--- config.mk ---
export PLATFORM = sky130hd
export DESIGN_NAME = sva_range_slot
export DESIGN_NICKNAME = d
export VERILOG_FILES = /design/src/rtl/sva_range_seq_checker.sv
export SDC_FILE = /design/constraint.sdc
export NUM_CORES = 1
export LEC_CHECK = 0
export ABC_AREA = 1
export CORE_AREA = 2 2 39 41
export CTS_CLUSTER_DIAMETER = 200
export DETAILED_ROUTE_END_ITERATION = 10
export DIE_AREA = 0 0 41 43
export SLEW_MARGIN = 20
export SYNTH_ARGS = -nofsm -noshare
export SYNTH_HDL_FRONTEND = slang
export SYNTH_SLANG_ARGS = --single-unit
--- constraint.sdc ---
create_clock -name gclk -period 1.48 [get_ports gclk]
set_clock_uncertainty 0.2 [all_clocks]
set_input_delay 0.37 -clock gclk [delete_from_list [all_inputs] [get_ports gclk]]
set_output_delay 0.37 -clock gclk [all_outputs]
set_load 0.1 [all_outputs]
--- src/rtl/sva_range_seq_checker.sv ---
// Checker for trig |-> ##[MIN_DLY:MAX_DLY] cons with up to NUM_SLOTS overlapping attempts.
// One slot FSM per in-flight attempt; the top allocates slots and keeps saturating statistics.

module sva_range_slot #(
    parameter int MIN_DLY = 3,
    parameter int MAX_DLY = 3,
    parameter int AW      = 2
) (
    input  logic gclk,
    input  logic grst,
    input  logic start_i,
    input  logic flush_i,
    input  logic cons_i,
    output logic occ_o,
    output logic occ_d_o,
    output logic pass_o,
    output logic fail_o
);
    typedef enum logic [1:0] {FREE, WAIT, WINDOW} state_t;

    state_t        state_q;
    logic [AW-1:0] age_q;
    logic [AW-1:0] age_d;
    logic          occ;

    // age_q holds the age reached at the previous edge; this edge judges age_q+1
    assign occ     = (state_q != FREE);
    assign age_d   = age_q + AW'(1);
    assign pass_o  = occ && !flush_i && cons_i && (age_d >= AW'(MIN_DLY));
    assign fail_o  = occ && !flush_i && !cons_i && (age_d == AW'(MAX_DLY));
    assign occ_o   = occ;
    assign occ_d_o = !flush_i && ((occ && !pass_o && !fail_o) || (!occ && start_i));

    always_ff @(posedge gclk or posedge grst) begin
        if (grst) begin
            state_q <= FREE;
            age_q   <= '0;
        end else if (flush_i) begin
            state_q <= FREE;
            age_q   <= '0;
        end else begin
            case (state_q)
                FREE: begin
                    if (start_i) state_q <= WAIT;
                    age_q <= '0;
                end
                WAIT, WINDOW: begin
                    if (pass_o || fail_o) begin
                        state_q <= FREE;
                        age_q   <= '0;
                    end else begin
                        state_q <= (age_d >= AW'(MIN_DLY)) ? WINDOW : WAIT;
                        age_q   <= age_d;
                    end
                end
                default: begin
                    state_q <= FREE;
                    age_q   <= '0;
                end
            endcase
        end
    end
endmodule


==> PnR_summary.wiki, run 1 <==
{| class="wikitable"
! Metric !! Value
|-
| IR drop worst, VDD || 0.4980 mV
|-
| Yosys warning total || 0
|-
| Unrepaired setup endpoints after global routing || true
|-
| Total global routing overflow || 0
|-
| Worst-path fanout max || 3
|-
| Total clock sinks || 4
|-
| Final worst slack || -0.4565 ns
|-
| Final hold viol count || 0
|-
| Net count, final || 79
|-
| Number of placed I/O pins || 9
|-
| Post-detailed-route wirelength per cell || 8.452 um
|-
| Area leader, netlist || dfrtp_1
|-
| Internal power || 0.0003198 W
|-
| Fraction of layout cells with a size suffix above 1 || 63.24%
|-
| Hold_buf cts || 0
|-
| Via count normalized by instance count || 3.964
|-
| Worst-case clock buffer depth || 2
|-
| Relative area change from synthesis to final layout || 124.1%
|-
| Setup TNS || -1.554 ns
|-
| Area of the mapped netlist || 290.3 um2
|-
| TritonCTS clock tree || yes
|-
| Number of optimization iterations in the first detailed-route pass || 4
|-
| Power per cell area || 744.0 mW/mm2
|-
| Inserted Clock Buffers || 3
|-
| Antenna cells || 0
|-
| Gp weighted congestion || 0.6581
|-
| Starting utilization of the core area || 20.98%
|-
| Sequential share of the synthesized area || 34.48%
|-
| Global-route wire length before repair || 1283 um
|-
| Min Clock Period, post-route || 1.936 ns
|-
| Result of the run || finished with violations
|-
| Antenna-violating nets left || 0
|-
| Worst slew margin || 88.21%
|-
| Path type of the worst min-delay path || in -> async
|-
| Synthesis-stage register bit count || 4
|-
| Clock slew at reported path FFs || 0.03 ns
|-
| Comb power frac || 48.2%
|-
| Post-detailed-route DRC marker count || 0
|-
| Pin count of the biggest net entering global routing || 5
|-
| Final critical-path share of the clock period || 130.8%
|-
| Worst Tran Pin Value || 0.1765 ns
|-
| Flop pwr share || 25.4%
|-
| Pleak || 0.3306 nW
|-
| Kind of end point of the critical path || output pin
|-
| Switching part of the total power || 33.94%
|-
| Mean instance size in the synthesized netlist || 7.080 um2
|-
| Setup slack at placement || -0.5439 ns
|-
| Number of cell rows || 14
|-
| Synthesized netlist cell count || 41
|-
| Clock Power Share || 26.4%
|-
| Total track usage || 11.11%
|-
| Number of distinct standard cells referenced by the synthesized netlist || 11
|-
| Max-slew violation total from the final report || 0
|-
| Vias in the first global route || 332
|-
| Endpoints failing setup || 4
|-
| First DRT Iteration DRCs || 2
|-
| Detail Placement HPWL || 554.3 um
|-
| Share of Yosys cell area claimed by the top area cell type || 34.48%
|-
| Endpoint required time on the critical path || 0.91 ns
|-
| Fmax || 516.4 MHz
|-
| Nets in the synthesized netlist || 50
|-
| Core area || 0.001384 mm2
|-
| Area contributors post-synth || dfrtp_1 (34%), ha_1 (17%), inv_1 (16%), nand2_1 (10%), nor2_1 (6.5%)
|-
| Clk Latency, worst-skew pair || 0.23 ns
|-
| Arrival time at the worst endpoint || 1.37 ns
|-
| Buffers on Ports || 8
|-
| Total number of H-tree levels || 1
|-
| Crit start category || register
|-
| Clock Root Buffer || clkbuf_4
|-
| Violated checks || setup timing
|-
| Number of max-capacitance violations reported || 0
|-
| Die X || 41 um
|-
| WS Path Type || reg -> out
|-
| Wire length after detailed routing || 710 um
|-
| Sw Pwr || 0.0001643 W
|-
| Vert. Die Dim || 43 um
|-
| Initial antenna violation count || 0
|-
| Full die area || 0.001763 mm2
|-
| Vias after detailed routing || 333
|}
-- registers in the layout, summed over array words and instances (netlist names) --
signal / flops
age_q: 2
state_q: 2
-- worst max-delay path, cell delays in order, from the launching register on --
cell and delay, ns:
dfrtp_1 0.37, inv_2 0.08, ha_4 0.12, inv_2 0.04
nor2_4 0.16, nand2_4 0.09, nor2_4 0.10, buf_12 0.18
-- power by group through the flow --
stage | logic (W) | clock network [W] | registers (W)
after CTS | 0.000218 | 0.000138 | 0.000123
after floorplan | 0.000110 | 0 | 0.000123
after global routing | 0.000251 | 0.000144 | 0.000124
after global placement | 0.000198 | 0 | 0.000123
after detailed placement | 0.000201 | 0 | 0.000123
final | 0.000233 | 0.000128 | 0.000123
-- metal layers --
layer / track usage, % / vias to the layer above / part of all wire (%)
li1: - / 171 / -
met1: 12.79 / 153 / 37
met2: 16.56 / 9 / 59
met3: 3.141 / 0 / 4.1
met4: 8.000 / 0 / 0
met5: 0 / - / 0
-- timing repair --
| item | in CTS | in global routing |
|---|---|---|
| cloned | 0 | 0 |
| buffers inserted | 2 | 4 |
| setup endpoints to repair | 4 | 5 |
| resized for setup | 11 | 4 |
| pin swaps | 7 | 4 |
-- Yosys cell counts, drive strengths merged --
cell and number:
nor3 1, a21oi 1, nand3 3, nand2 8, inv 13, ha 4, nor2 7, dfrtp 4
-- cell type report --
class                           instances  area, um2
Inverter                               13      51.30
Sequential cell                         4      100.1
Timing Repair Buffer                   24      241.5
Tap cell                               16      20.02
Multi-Input combinational cell         24      215.2
Clock buffer                            3      22.52
Fill cell                             142      733.2
-- metrics by stage --
step / instances / util [%] / hold slack (ns) / area, um2 / total power [W]
finish: 84 / 47.02 / 0.1267 / 650.6 / 0.0004841
global route: 84 / 47.02 / 0.1621 / 650.6 / 0.0005188
CTS: 82 / 45.21 / 0.1177 / 625.6 / 0.0004793
detailed placement: 77 / 41.32 / 0.2249 / 571.8 / 0.0003237
global placement: 77 / 41.32 / 0.2133 / 571.8 / 0.0003208
floorplan: 41 / - / -0.06392 / 341.6 / 0.0002331
-- kinds of logic after synthesis --
kind of cell               Yosys count  synth area share (%)
adders and majority gates            4                 17.24
DFF                                  4                 34.48
AOI/OAI and AO/OA                    1                 1.722
buffers and inverters               13                 16.81
and+or+nand+nor                     19                 29.74
-- placed cells by master (no fill, tap or decap) --
cell             count
nor2_4               3
nand2_2              2
nor2_2               1
buf_12               4
nor2_1               3
ha_1                 2
inv_2                7
nand2_1              5
clkbuf_4             3
clkdlybuf4s50_1      2
buf_4               15
buf_6                1
inv_4                1
dfrtp_1              4
ha_4                 2
nand3_1              1
a21oi_1              1
nand3_2              2
nand2_4              1
nor3_4               1
dlygate4sd2_1        2
inv_1                5
-- worst paths after layout --
| kind | from | endpoint | slack [ns] | depth (start not counted) |
|---|---|---|---|---|
| max in group asynchronous | grst | age_q[1] | 0.81 | 2 |
| worst max register to register | state_q[0] | state_q[0] | 0.08 | 7 |
| min in group gclk | age_q[1] | age_q[1] | 0.40 | 2 |
| worst max-delay path | age_q[0] | fail_o | -0.46 | 7 |
| worst min register to register | age_q[1] | age_q[1] | 0.40 | 2 |
| worst min-delay path | grst | state_q[0] | 0.13 | 2 |
Power figures use the tool's default switching activity.
==> run 2: changes to the inputs <==
Settings changed: SETUP_SLACK_MARGIN set to 0.4.
==> PnR_summary.wiki, run 2 (synthesized netlist as in run 1, its figures left out) <==
{| class="wikitable"
! Metric !! Value
|-
| Switching part of the total power || 33.90%
|-
| Length of routed met2 wiring || 381 um
|-
| Leading cell types in the layout, fill and taps excluded || buf_4 (11), inv_2 (8), nand2_1 (7)
|-
| Final hold viol count || 0
|-
| First DRT Iteration DRCs || 0
|-
| Full die area || 0.001763 mm2
|-
| Starting utilization of the core area || 20.98%
|-
| Endpoint of the most critical register-to-register path || state_q[0]
|-
| Post-detailed-route DRC marker count || 0
|-
| Number of placed I/O pins || 9
|-
| Reg2reg setup slack || 0.04 ns
|-
| Relative area change from synthesis to final layout || 120.7%
|-
| Number of max-capacitance violations reported || 0
|-
| Cell family with most CP delay || flip-flops
|-
| Total power consumption of the routed design || 0.0004802 W
|-
| Pin count of the biggest net entering global routing || 5
|-
| Total number of H-tree levels || 1
|-
| Endpoints failing setup || 4
|-
| Max stage delay on crit path || 0.38 ns
|-
| Buffers on Ports || 8
|-
| TritonCTS clock tree || yes
|-
| Post-detailed-route wirelength per cell || 7.866 um
|-
| Internal power || 0.0003174 W
|-
| Met3 routed wirelength || 39 um
|-
| Worst slew margin || 88.36%
|-
| Vert. Die Dim || 43 um
|-
| Cell-by-cell trace of the critical path || inv_2 -> ha_4 -> inv_2 -> nor2_4 -> nand2_4 -> nor2_4 -> buf_12
|-
| Initial antenna violation count || 0
|-
| Via count normalized by instance count || 3.756
|-
| Met1 WL || 224 um
|-
| Min Clock Period, post-route || 1.941 ns
|-
| Worst-case clock buffer depth || 2
|-
| Inserted Clock Buffers || 3
|-
| Antenna cells || 0
|-
| Uppermost metal layer occupied by signal nets || met3
|-
| Max-slew violation total from the final report || 0
|-
| Unrepaired setup endpoints after global routing || true
|-
| Sw Pwr || 0.0001628 W
|-
| Core area || 0.001384 mm2
|-
| Flop pwr share || 25.8%
|-
| Total track usage || 10.41%
|-
| Length in cells of the worst reg-to-reg path || 10
|-
| Arrival time at the worst endpoint || 1.37 ns
|-
| Final worst slack || -0.4609 ns
|-
| Worst-path fanout max || 3
|-
| Kind of end point of the critical path || output pin
|-
| Number of optimization iterations in the first detailed-route pass || 1
|-
| Total clock sinks || 4
|-
| Most common cell after layout, fill and taps aside || buf_4
|-
| Endpoint required time on the critical path || 0.91 ns
|-
| Buffer and inverter count on the worst path || 3
|-
| Power per cell area || 749.5 mW/mm2
|-
| Wire length after detailed routing || 645 um
|-
| Setup TNS || -1.589 ns
|-
| Violated checks || setup timing
|-
| Clock Root Buffer || clkbuf_4
|-
| Vias after detailed routing || 308
|-
| Clock Power Share || 27.1%
|-
| Clk Latency, worst-skew pair || 0.23 ns
|-
| Result of the run || finished with violations
|-
| Fraction of layout cells with a size suffix above 1 || 60.61%
|-
| Global-route wire length before repair || 1131 um
|-
| Worst Tran Pin Value || 0.1741 ns
|-
| Launch instance of the worst register-to-register path || age_q[0]
|-
| Pleak || 0.3206 nW
|-
| Setup slack at placement || -0.5400 ns
|-
| Util after Layout || 46.29%
|-
| Biggest regs || age_q: 2 flops, state_q: 2 flops
|-
| Comb power frac || 47.2%
|-
| Worst hold margin || 0.1144 ns
|-
| Die X || 41 um
|-
| Gp weighted congestion || 0.6536
|-
| Vias in the first global route || 295
|-
| Total global routing overflow || 0
|-
| Slowest stage cell, crit path || dfrtp_1
|-
| IR drop worst, VDD || 0.4746 mV
|-
| Path type of the worst min-delay path || in -> async
|-
| Filler cells || 131
|-
| Clock slew at reported path FFs || 0.04 ns
|-
| Fmax || 515.2 MHz
|-
| Number of cell rows || 14
|-
| Final critical-path share of the clock period || 131.1%
|-
| Net count, final || 77
|-
| WS Path Type || reg -> out
|-
| Crit start category || register
|-
| Antenna-violating nets left || 0
|}
-- run 2: power by group through the flow --
stage / sequential, W / clock [W] / combinational [W]
2_1_floorplan: 0.000123 / 0 / 0.000110
3_3_place_gp: 0.000123 / 0 / 0.000184
3_5_place_dp: 0.000123 / 0 / 0.000186
4_1_cts: 0.000124 / 0.000139 / 0.000208
5_1_grt: 0.000125 / 0.000149 / 0.000245
6_report: 0.000124 / 0.000130 / 0.000226
-- run 2: how the worst max path moves through the flow --
stage                           from      end  slack (ns)  cells after the start
after CTS                   age_q[0]   fail_o       -0.50                      7
after global placement       flush_i  occ_d_o       -0.54                      6
after detailed placement     flush_i  occ_d_o       -0.54                      6
final                       age_q[0]   fail_o       -0.46                      7
after global routing        age_q[0]   fail_o       -0.54                      7
after floorplan           state_q[1]  occ_d_o       -0.59                      5
-- run 2: area by class of cell --
| type | count | area [um2] | share of cell area [%] |
|---|---|---|---|
| multi-input cells | 24 | 212.7 | 33.20 |
| repair buffers | 22 | 234.0 | 36.52 |
| clock buffers | 3 | 22.52 | 3.516 |
| well taps | 16 | 20.02 | 3.125 |
| flip-flops and latches | 4 | 100.1 | 15.63 |
| inverters | 13 | 51.30 | 8.008 |
-- run 2: per-layer routing --
metal  up-vias  global-route usage [%]
met1       129                   9.868
li1        170                       -
met5         -                       0
met2         9                   17.19
met3         0                   3.141
met4         0                   8.000
-- run 2: through the flow --
stage | instances | area, um2
6_report | 82 | 640.6
3_3_place_gp | 74 | 549.3
4_1_cts | 79 | 609.3
2_1_floorplan | 41 | 341.6
3_5_place_dp | 74 | 549.3
5_1_grt | 82 | 640.6
-- run 2: timing repair --
| item | CTS | global route |
|---|---|---|
| hold buffers | 0 | 0 |
| resized for setup | 13 | 3 |
| endpoints found under the setup margin | 8 | 8 |
| pin swaps | 9 | 5 |
| buffers inserted | 2 | 3 |
==> run 3: changes to the inputs <==
Settings changed: CORE_AREA 2 2 39 41 to 5 5 42 44, DIE_AREA 0 0 41 43 to 0 0 47 49.
==> PnR_summary.wiki, run 3 (synthesized netlist as in run 1, its figures left out) <==
{| class="wikitable"
! Metric !! Value
|-
| Total power consumption of the routed design || 0.0004850 W
|-
| Vias in the first global route || 306
|-
| WS Path Type || reg -> out
|-
| Total number of H-tree levels || 1
|-
| Global-route wire length before repair || 1131 um
|-
| Worst slew margin || 88.17%
|-
| Total global routing overflow || 0
|-
| Detail Placement HPWL || 513.8 um
|-
| Fraction of layout cells with a size suffix above 1 || 73.53%
|-
| Fmax || 510.9 MHz
|-
| Unrepaired setup endpoints after global routing || true
|-
| Min Clock Period, post-route || 1.957 ns
|-
| Starting utilization of the core area || 20.71%
|-
| Die X || 47 um
|-
| Endpoint required time on the critical path || 0.91 ns
|-
| Crit start category || register
|-
| Total track usage || 6.921%
|-
| Violated checks || setup timing
|-
| TritonCTS clock tree || yes
|-
| Number of placed I/O pins || 9
|-
| Result of the run || finished with violations
|-
| First DRT Iteration DRCs || 1
|-
| Pleak || 0.3344 nW
|-
| Gp weighted congestion || 0.6271
|-
| Full die area || 0.002303 mm2
|-
| Net count, final || 79
|-
| Length in cells of the worst reg-to-reg path || 9
|-
| Clock Root Buffer || clkbuf_4
|-
| Final worst slack || -0.4772 ns
|-
| Worst-case clock buffer depth || 2
|-
| Arrival time at the worst endpoint || 1.39 ns
|-
| Kind of end point of the critical path || output pin
|-
| Final critical-path share of the clock period || 132.2%
|-
| Number of optimization iterations in the first detailed-route pass || 3
|-
| Power per cell area || 702.2 mW/mm2
|-
| Cell-by-cell trace of the critical path || inv_2 -> ha_4 -> inv_4 -> nor2_4 -> nand2_4 -> nor2_4 -> buf_12
|-
| Wire length after detailed routing || 796 um
|-
| Clk Latency, worst-skew pair || 0.23 ns
|-
| Worst hold margin || 0.1152 ns
|-
| Filler cells || 140
|-
| Antenna-violating nets left || 0
|-
| Via count normalized by instance count || 3.952
|-
| Final non-filler cell area || 690.7 um2
|-
| Relative area change from synthesis to final layout || 137.9%
|-
| Total placed instance area || 564.3 um2
|-
| Vert. Die Dim || 49 um
|-
| Path type of the worst min-delay path || in -> async
|-
| Number of cell rows || 14
|-
| Max-slew violation total from the final report || 0
|-
| Slowest stage cell, crit path || dfrtp_1
|-
| Leading cell types in the layout, fill and taps excluded || buf_4 (13), inv_2 (8)
|-
| Core area || 0.001401 mm2
|-
| Number of max-capacitance violations reported || 0
|-
| Post-detailed-route wirelength per cell || 9.476 um
|-
| Total clock sinks || 4
|-
| Inserted Clock Buffers || 3
|-
| Pin count of the biggest net entering global routing || 5
|-
| Endpoints failing setup || 7
|-
| Final hold viol count || 0
|-
| Max stage delay on crit path || 0.38 ns
|-
| Worst-path fanout max || 3
|-
| Post-detailed-route DRC marker count || 0
|-
| Worst Tran Pin Value || 0.1770 ns
|-
| Antenna cells || 0
|-
| IR drop worst, VDD || 0.5479 mV
|-
| Clock slew at reported path FFs || 0.04 ns
|-
| Biggest regs || age_q: 2 flops, state_q: 2 flops
|-
| Buffers on Ports || 8
|-
| Initial antenna violation count || 0
|-
| Cell repeated most along the worst path || nor2_4
|-
| Vias after detailed routing || 332
|-
| Setup slack at placement || -0.5302 ns
|-
| Most common cell after layout, fill and taps aside || buf_4
|}
[run 3: cell types whose count changed in the layout (fill, tap and decap cells not counted), sizes merged]
cell,delta
buf,+2
[run 3: worst paths after layout]
check / slack [ns] / to / from
hold reg to reg: 0.34 / age_q[0] / age_q[0]
max in group asynchronous: 0.82 / state_q[1] / grst
setup / recovery: -0.48 / pass_o / age_q[0]
hold / removal: 0.12 / age_q[0] / grst
min in group gclk: 0.34 / age_q[0] / age_q[0]
setup reg to reg: -0.11 / age_q[0] / state_q[0]
[run 3: stage by stage]
| stage | setup TNS (ns) | cells | utilization, % |
|---|---|---|---|
| after floorplan | -2.041 | 41 | - |
| after global placement | -1.968 | 76 | 40.27 |
| after detailed placement | -1.906 | 76 | 40.27 |
| after CTS | -1.560 | 81 | 44.29 |
| after global routing | -2.306 | 84 | 49.29 |
| final | -1.810 | 84 | 49.29 |
[run 3: per-layer routing]
metal / up-vias / track usage, % / part of all wire, %
li1: 172 / - / -
met1: 152 / 7.982 / 35
met2: 8 / 9.955 / 58
met3: 0 / 2.214 / 6.4
met4: 0 / 5.530 / 0
met5: - / 0 / 0
[run 3: final cells by class]
class	instances	area, um2	area share [%]
Multi-Input combinational cell	24	245.2	35.51
Tap cell	16	20.02	2.899
Sequential cell	4	100.1	14.49
Clock buffer	3	22.52	3.261
Inverter	13	53.80	7.790
Timing Repair Buffer	24	249.0	36.05
[run 3: worst max-delay path: cells and delay by family, from the launching register on]
kind                       cells  cell delay (ns)
DFF                            1             0.38
buffers and inverters          3             0.30
adders and majority gates      1             0.13
and+or+nand+nor                3             0.34
[run 3: timing repair]
item,4_1_cts,5_1_grt
gates cloned,0,0
hold buffers,0,0
gates resized for setup,12,14
pin swaps,8,10
endpoints found under the setup margin,8,8
buffers inserted,2,3
[run 3: power breakdown]
part,internal [W],leakage (nW),total [W],switching (W)
sequential,0.000118,0.0540,0.000124,0.00000569
combinational,0.000105,0.267,0.000231,0.000127
clock,0.0000904,0.0138,0.000130,0.0000396
